## src/rtl/if_id_stage_reg.sv

```systemverilog
// rtl/if_id_stage_reg.sv - IF/ID pipeline register with stall, flush and field decode
//
// Purpose:
//   Holds the fetched instruction and its PC+4 between the IF and ID stages.
//   The ID-stage fields are fixed bit slices of the latched instruction.
//   They have no extra latency beyond the register itself.
//
// Optional feature macro: IF_ID_VALID_EN
//   When defined, adds a "valid" output. It marks whether the latched slot
//   holds a real fetched instruction rather than a reset or flush bubble.
//
// Ports:
//   clock        in   1   pipeline clock, rising edge
//   reset_n      in   1   asynchronous active-low reset
//   IF_IDwrite   in   1   1 = load PCin/instruction, 0 = stall (hold)
//   IF_flush     in   1   1 = latch NOP instead of instruction
//   PCin         in  32   PC+4 of the fetched instruction
//   instruction  in  32   fetched instruction word
//   PCout        out 32   latched PC+4
//   raJump       out 26   latched instruction[25:0]
//   PC4          out  4   latched PC+4 [31:28]
//   ControlIn    out  6   latched instruction[31:26]
//   Rs           out  5   latched instruction[25:21]
//   Rt           out  5   latched instruction[20:16]
//   Rd           out  5   latched instruction[15:11]
//   Immi         out 16   latched instruction[15:0]
//   valid        out  1   latched slot holds a real instruction (IF_ID_VALID_EN only)

module if_id_stage_reg (
    input  logic        clock,
    input  logic        reset_n,
    input  logic        IF_IDwrite,
    input  logic        IF_flush,
    input  logic [31:0] PCin,
    input  logic [31:0] instruction,
    output logic [31:0] PCout,
    output logic [25:0] raJump,
    output logic [3:0]  PC4,
    output logic [5:0]  ControlIn,
    output logic [4:0]  Rs,
    output logic [4:0]  Rt,
    output logic [4:0]  Rd,
`ifdef IF_ID_VALID_EN
    output logic [15:0] Immi,
    output logic        valid
`else
    output logic [15:0] Immi
`endif
);

    logic [31:0] pc_q;
    logic [31:0] instr_q;

    // The PC follows IF_IDwrite even during a flush. The flushed slot then
    // still carries the PC of the squashed fetch. The instruction becomes
    // the all-zero NOP (sll $0,$0,0).
    always_ff @(posedge clock or negedge reset_n) begin
        if (!reset_n) begin
            pc_q    <= 32'd0;
            instr_q <= 32'd0;
        end else begin
            if (IF_IDwrite) begin
                pc_q <= PCin;
            end
            if (IF_flush) begin
                instr_q <= 32'd0;
            end else if (IF_IDwrite) begin
                instr_q <= instruction;
            end
        end
    end

`ifdef IF_ID_VALID_EN
    logic valid_q;

    always_ff @(posedge clock or negedge reset_n) begin
        if (!reset_n) begin
            valid_q <= 1'b0;
        end else if (IF_flush) begin
            valid_q <= 1'b0;
        end else if (IF_IDwrite) begin
            valid_q <= 1'b1;
        end
    end

    assign valid = valid_q;
`endif

    // Decode is type-agnostic. Rd and Immi overlap on [15:11], and ID picks
    // whichever one the opcode needs.
    assign PCout     = pc_q;
    assign PC4       = pc_q[31:28];
    assign ControlIn = instr_q[31:26];
    assign Rs        = instr_q[25:21];
    assign Rt        = instr_q[20:16];
    assign Rd        = instr_q[15:11];
    assign Immi      = instr_q[15:0];
    assign raJump    = instr_q[25:0];

endmodule

```

## config.mk

```make
export PLATFORM = sky130hd
export DESIGN_NAME = if_id_stage_reg
export DESIGN_NICKNAME = d
export VERILOG_FILES = /design/src/rtl/if_id_stage_reg.sv
export SDC_FILE = /design/constraint.sdc
export NUM_CORES = 1
export LEC_CHECK = 0
export ABC_AREA = 1
export BUFFER_PORTS_ARGS = -buffer_cell sky130_fd_sc_hd__buf_2
export CORE_MARGIN = 2
export CORE_UTILIZATION = 45
export CTS_BUF_LIST = sky130_fd_sc_hd__clkbuf_4
export CTS_CLUSTER_DIAMETER = 60
export DETAILED_ROUTE_END_ITERATION = 7
export PLACE_DENSITY = 0.83
export SLEW_MARGIN = 5
export SYNTH_ARGS = -nofsm -noshare
export SYNTH_HDL_FRONTEND = slang
export SYNTH_SLANG_ARGS = --single-unit
```

## constraint.sdc

```tcl
create_clock -name clock -period 1.78 [get_ports clock]
set_input_delay 0.178 -clock clock [delete_from_list [all_inputs] [get_ports clock]]
set_output_delay 0.178 -clock clock [all_outputs]
set_load 0.01 [all_outputs]
```

* After elaboration in Yosys (flattened, before gate mapping) *
Cells that the tools add are included.

cells by class
  multiplexer cells = 2
  reduce and logical (&&, ||, !) cells = 1

operators by type and width
  operator            number
  32-bit two-way mux  2
  2-bit nonzero test  1

word-level totals
  register bits = 64
  input port bits = 68
  output and inout bits = 99
  logic and storage cells = 5

* Logic depth before layout (Yosys ltp) *
  depth in word-level cells = 2
  mapped depth = 5
  mapped depth without buffers = 3

* Worst setup path after synthesis *
No wires, ideal clock.

  path type = input -> register
  from = input port IF_IDwrite
  to = register pc_q[10] (netlist: PCout[10])
  setup time = 133 ps
  arrival time = 674 ps
  required time = 1647 ps
  path slack = 972 ps
  cell stages on the path = 5
  cells stage by stage = buf_4 buf_6 buf_6 nand2_1 o21ai_0

RTL lines
  item                    line  text
  start: declaration      32    input logic IF_IDwrite,
  end signal: assignment  63    pc_q <= PCin;
  end: declaration        51    logic [31:0] pc_q;

* Worst setup path in the final report *
  from = register pc_q[29] (netlist: PCout[29])
  to = output port PC4[1]

RTL lines
  item              line  text
  end: declaration  38    output logic [3:0] PC4,

No word-level cell between the ends.

==> reports/metrics.yaml <==
wl_per_cell_microns: 13.2
netlist_instances: 310
period_needed_ps: 1150
slowest_stage: "dfrtp_1"
timing.rr.start: "PCout[0]$_DFFE_PN0P_"
required_ps: 1600
worst_ep_arrival_time_ps: 970
endpoint_kind: "primary output"
ys_ff_latch: 64
fmax_mhz: 869
pin_count: 167
setup_viol: 0
synthSimpleGateAreaFrac: 0.189
cp_cell_sequence: "buf_2"
grt_antenna_before_repair: 1
synthMuxAreaShare: 0
ys_types: 11
drc: 0
synth.avg_cell_area_sq_um: 9.07
syn-num-nets: 378
initial_core_util: 0.469
clk_pin_slew_ps: 100
die_w_microns: 83.0
regToRegSetupSlack_ps: 1050
skew_ps: 0
cts_hold_buf: 42
grt_pass1_vias: 2563
ir_drop_mv: 0.429
tns_ps: 0
maxCapViolCount: 0
slowest_delay_ps: 430
grt-ovfl-total: 0
io_buffers: 166
via_count: 2582
tightestPinTransition_ps: 678
critPathBufInv: 1
syn-cell-area_sq_mm: 0.00281
cts.path.max_buffers: 2
synth-compound-area-share: 0.0570
cp_max_fo: 3
cts_htree_levels: 3
hold_viol_final: 0
post-cts-setup-buffers: 0
die_area_sq_mm: 0.00690
grt_util_met3: 0.0606
min_path_type: "input port to flop"
use_met2: 0.366
slew-limit-headroom: 0.547
grt_util_met1: 0.262
crit_type: "flop to primary output"
p_per_area_mw_per_mm2: 767
p_leak_nw: 2.34
slew_violations: 0
syn_to_final_growth_pct: 39.5
synthAdderAreaFrac: 0
clock-sinks: 64
drt_iter0_markers: 162
crit_path_end: "PC4[1]"
start_kind: "flop"
grt_max_degree: 97
cts_tree: "done"
ys_warn_count: 0
numCtsBuffers: 9
rows: 28
grt_pass1_wl_microns: 12000
path_delay_family: "flip-flops"
core_area_sq_mm: 0.00599
synth_xor_area_frac: 0
seq_area_frac_synth: 0.570
postLayoutSetupSlackWorst_ps: 629
dr.pass1.iters: 4
post_cts_resized: 0
timing.rr.end: "PCout[0]$_DFFE_PN0P_"
yosys.area.top_type_share: 0.570
ant_nets: 0
gp_congestion: 0.763
place_ws_ps: 643
drive_above_1_share: 0.381
worstSetupStartpoint: "PCout[29]$_DFFE_PN0P_"
drt_wl_total_microns: 7420
status: "completed"
ys_top_cells_by_area: "dfrtp_1 (57%), nand2_1 (13%), buf_4 (11%), nand3_1 (5.7%), o21ai_0 (5.7%)"
fin_crit_sh: 0.647
reg2reg_depth: 2
synth_area_leader_cell: "dfrtp_1"
clk_latency_ps: 380
busiest_layer: "met2"
synth_top_family_by_area: "simple AND/OR/NAND/NOR gates"
worst-path-stages: 1
viasPerCell: 4.60
die_h_microns: 83.0
cts_root_buffer: "clkbuf_4"
grtUsageTotal: 0.217
dp_hpwl_microns: 4560
rsz0062_at_grt: "false"
nets: 548
[cells by family (layout without fill, tap and decap cells)]
logic type	Yosys count	in the layout
simple gates	129	129
buf+inv	85	260
flops	64	64
compound gates	32	32
other cells	0	1
[cells in the mapped netlist, drive strengths merged]
cell type  instances
nor2               1
o21ai             32
nand2             96
inv               33
nand3             32
buf               50
clkbuf             2
dfrtp             64
[how the worst min path moves through the flow]
| stage | start | endpoint | slack, ps | depth (start not counted) |
|---|---|---|---|---|
| 3_5_place_dp | reset_n | PCout[10]$_DFFE_PN0P_ | 220 | 2 |
| 2_1_floorplan | reset_n | PCout[0]$_DFFE_PN0P_ | -120 | 0 |
| 4_1_cts | PCin[30] | PCout[30]$_DFFE_PN0P_ | 2 | 3 |
| 3_3_place_gp | reset_n | PCout[10]$_DFFE_PN0P_ | 210 | 2 |
| 6_report | instruction[17] | instr_q[17]$_DFFE_PN0P_ | 30 | 3 |
| 5_1_grt | instruction[17] | instr_q[17]$_DFFE_PN0P_ | 6 | 3 |
[stage by stage]
| step | area (sq um) | total power, mW | hold WS (ps) | cells | utilization |
|---|---|---|---|---|---|
| 5_1_grt | 3920 | 3.18 | 5.70 | 560 | 0.654 |
| 3_5_place_dp | 3380 | 2.16 | 219 | 501 | 0.565 |
| 3_3_place_gp | 3380 | 2.15 | 213 | 501 | 0.565 |
| 6_report | 3920 | 3.01 | 26.6 | 561 | 0.655 |
| 2_1_floorplan | 2810 | 1.95 | -118 | 310 | - |
| 4_1_cts | 3910 | 3.03 | 1.52 | 559 | 0.652 |
[registers in the layout (all words and copies together) (netlist names)]
name	count
PCout	32
instr_q	32
[final cells by class]
type                       count  area (sq um)
fill                         495          2070
sequential                    64          1600
timing repair buffer         211          1300
multi-input combinational    161           692
inverter                      33           124
tap                           75          93.8
clock buffer                  11          82.6
clock inverter                 5          23.8
antenna                        1          2.50
[layout by cell type, fill, tap and decap left out]
master           n
nand2_1         96
inv_2            1
dfrtp_1         64
diode_2          1
clkbuf_4        11
clkinv_2         4
clkinv_1         1
buf_12           2
inv_1           32
nand3_1         32
nor2_4           1
o21ai_0         32
dlygate4sd3_1   43
buf_2          166
[power breakdown]
part,internal [mW],total (mW),switching [mW]
clock,0.306,0.793,0.487
sequential,1.56,1.63,0.0718
combinational,0.273,0.586,0.312
[worst reg2reg max path, cell delays in order (launching register included)]
cell	delay [ps]
dfrtp_1	370
inv_1	60
o21ai_0	210
[routing by layer]
| metal | wire [microns] | share of wire | up-vias |
|---|---|---|---|
| met1 | 2890 | 0.39 | 1168 |
| met5 | 0 | 0 | - |
| met4 | 113 | 0.015 | 0 |
| met2 | 3740 | 0.50 | 135 |
| li1 | - | - | 1265 |
| met3 | 680 | 0.092 | 14 |
No activity file was read; power rests on OpenSTA's default activity.
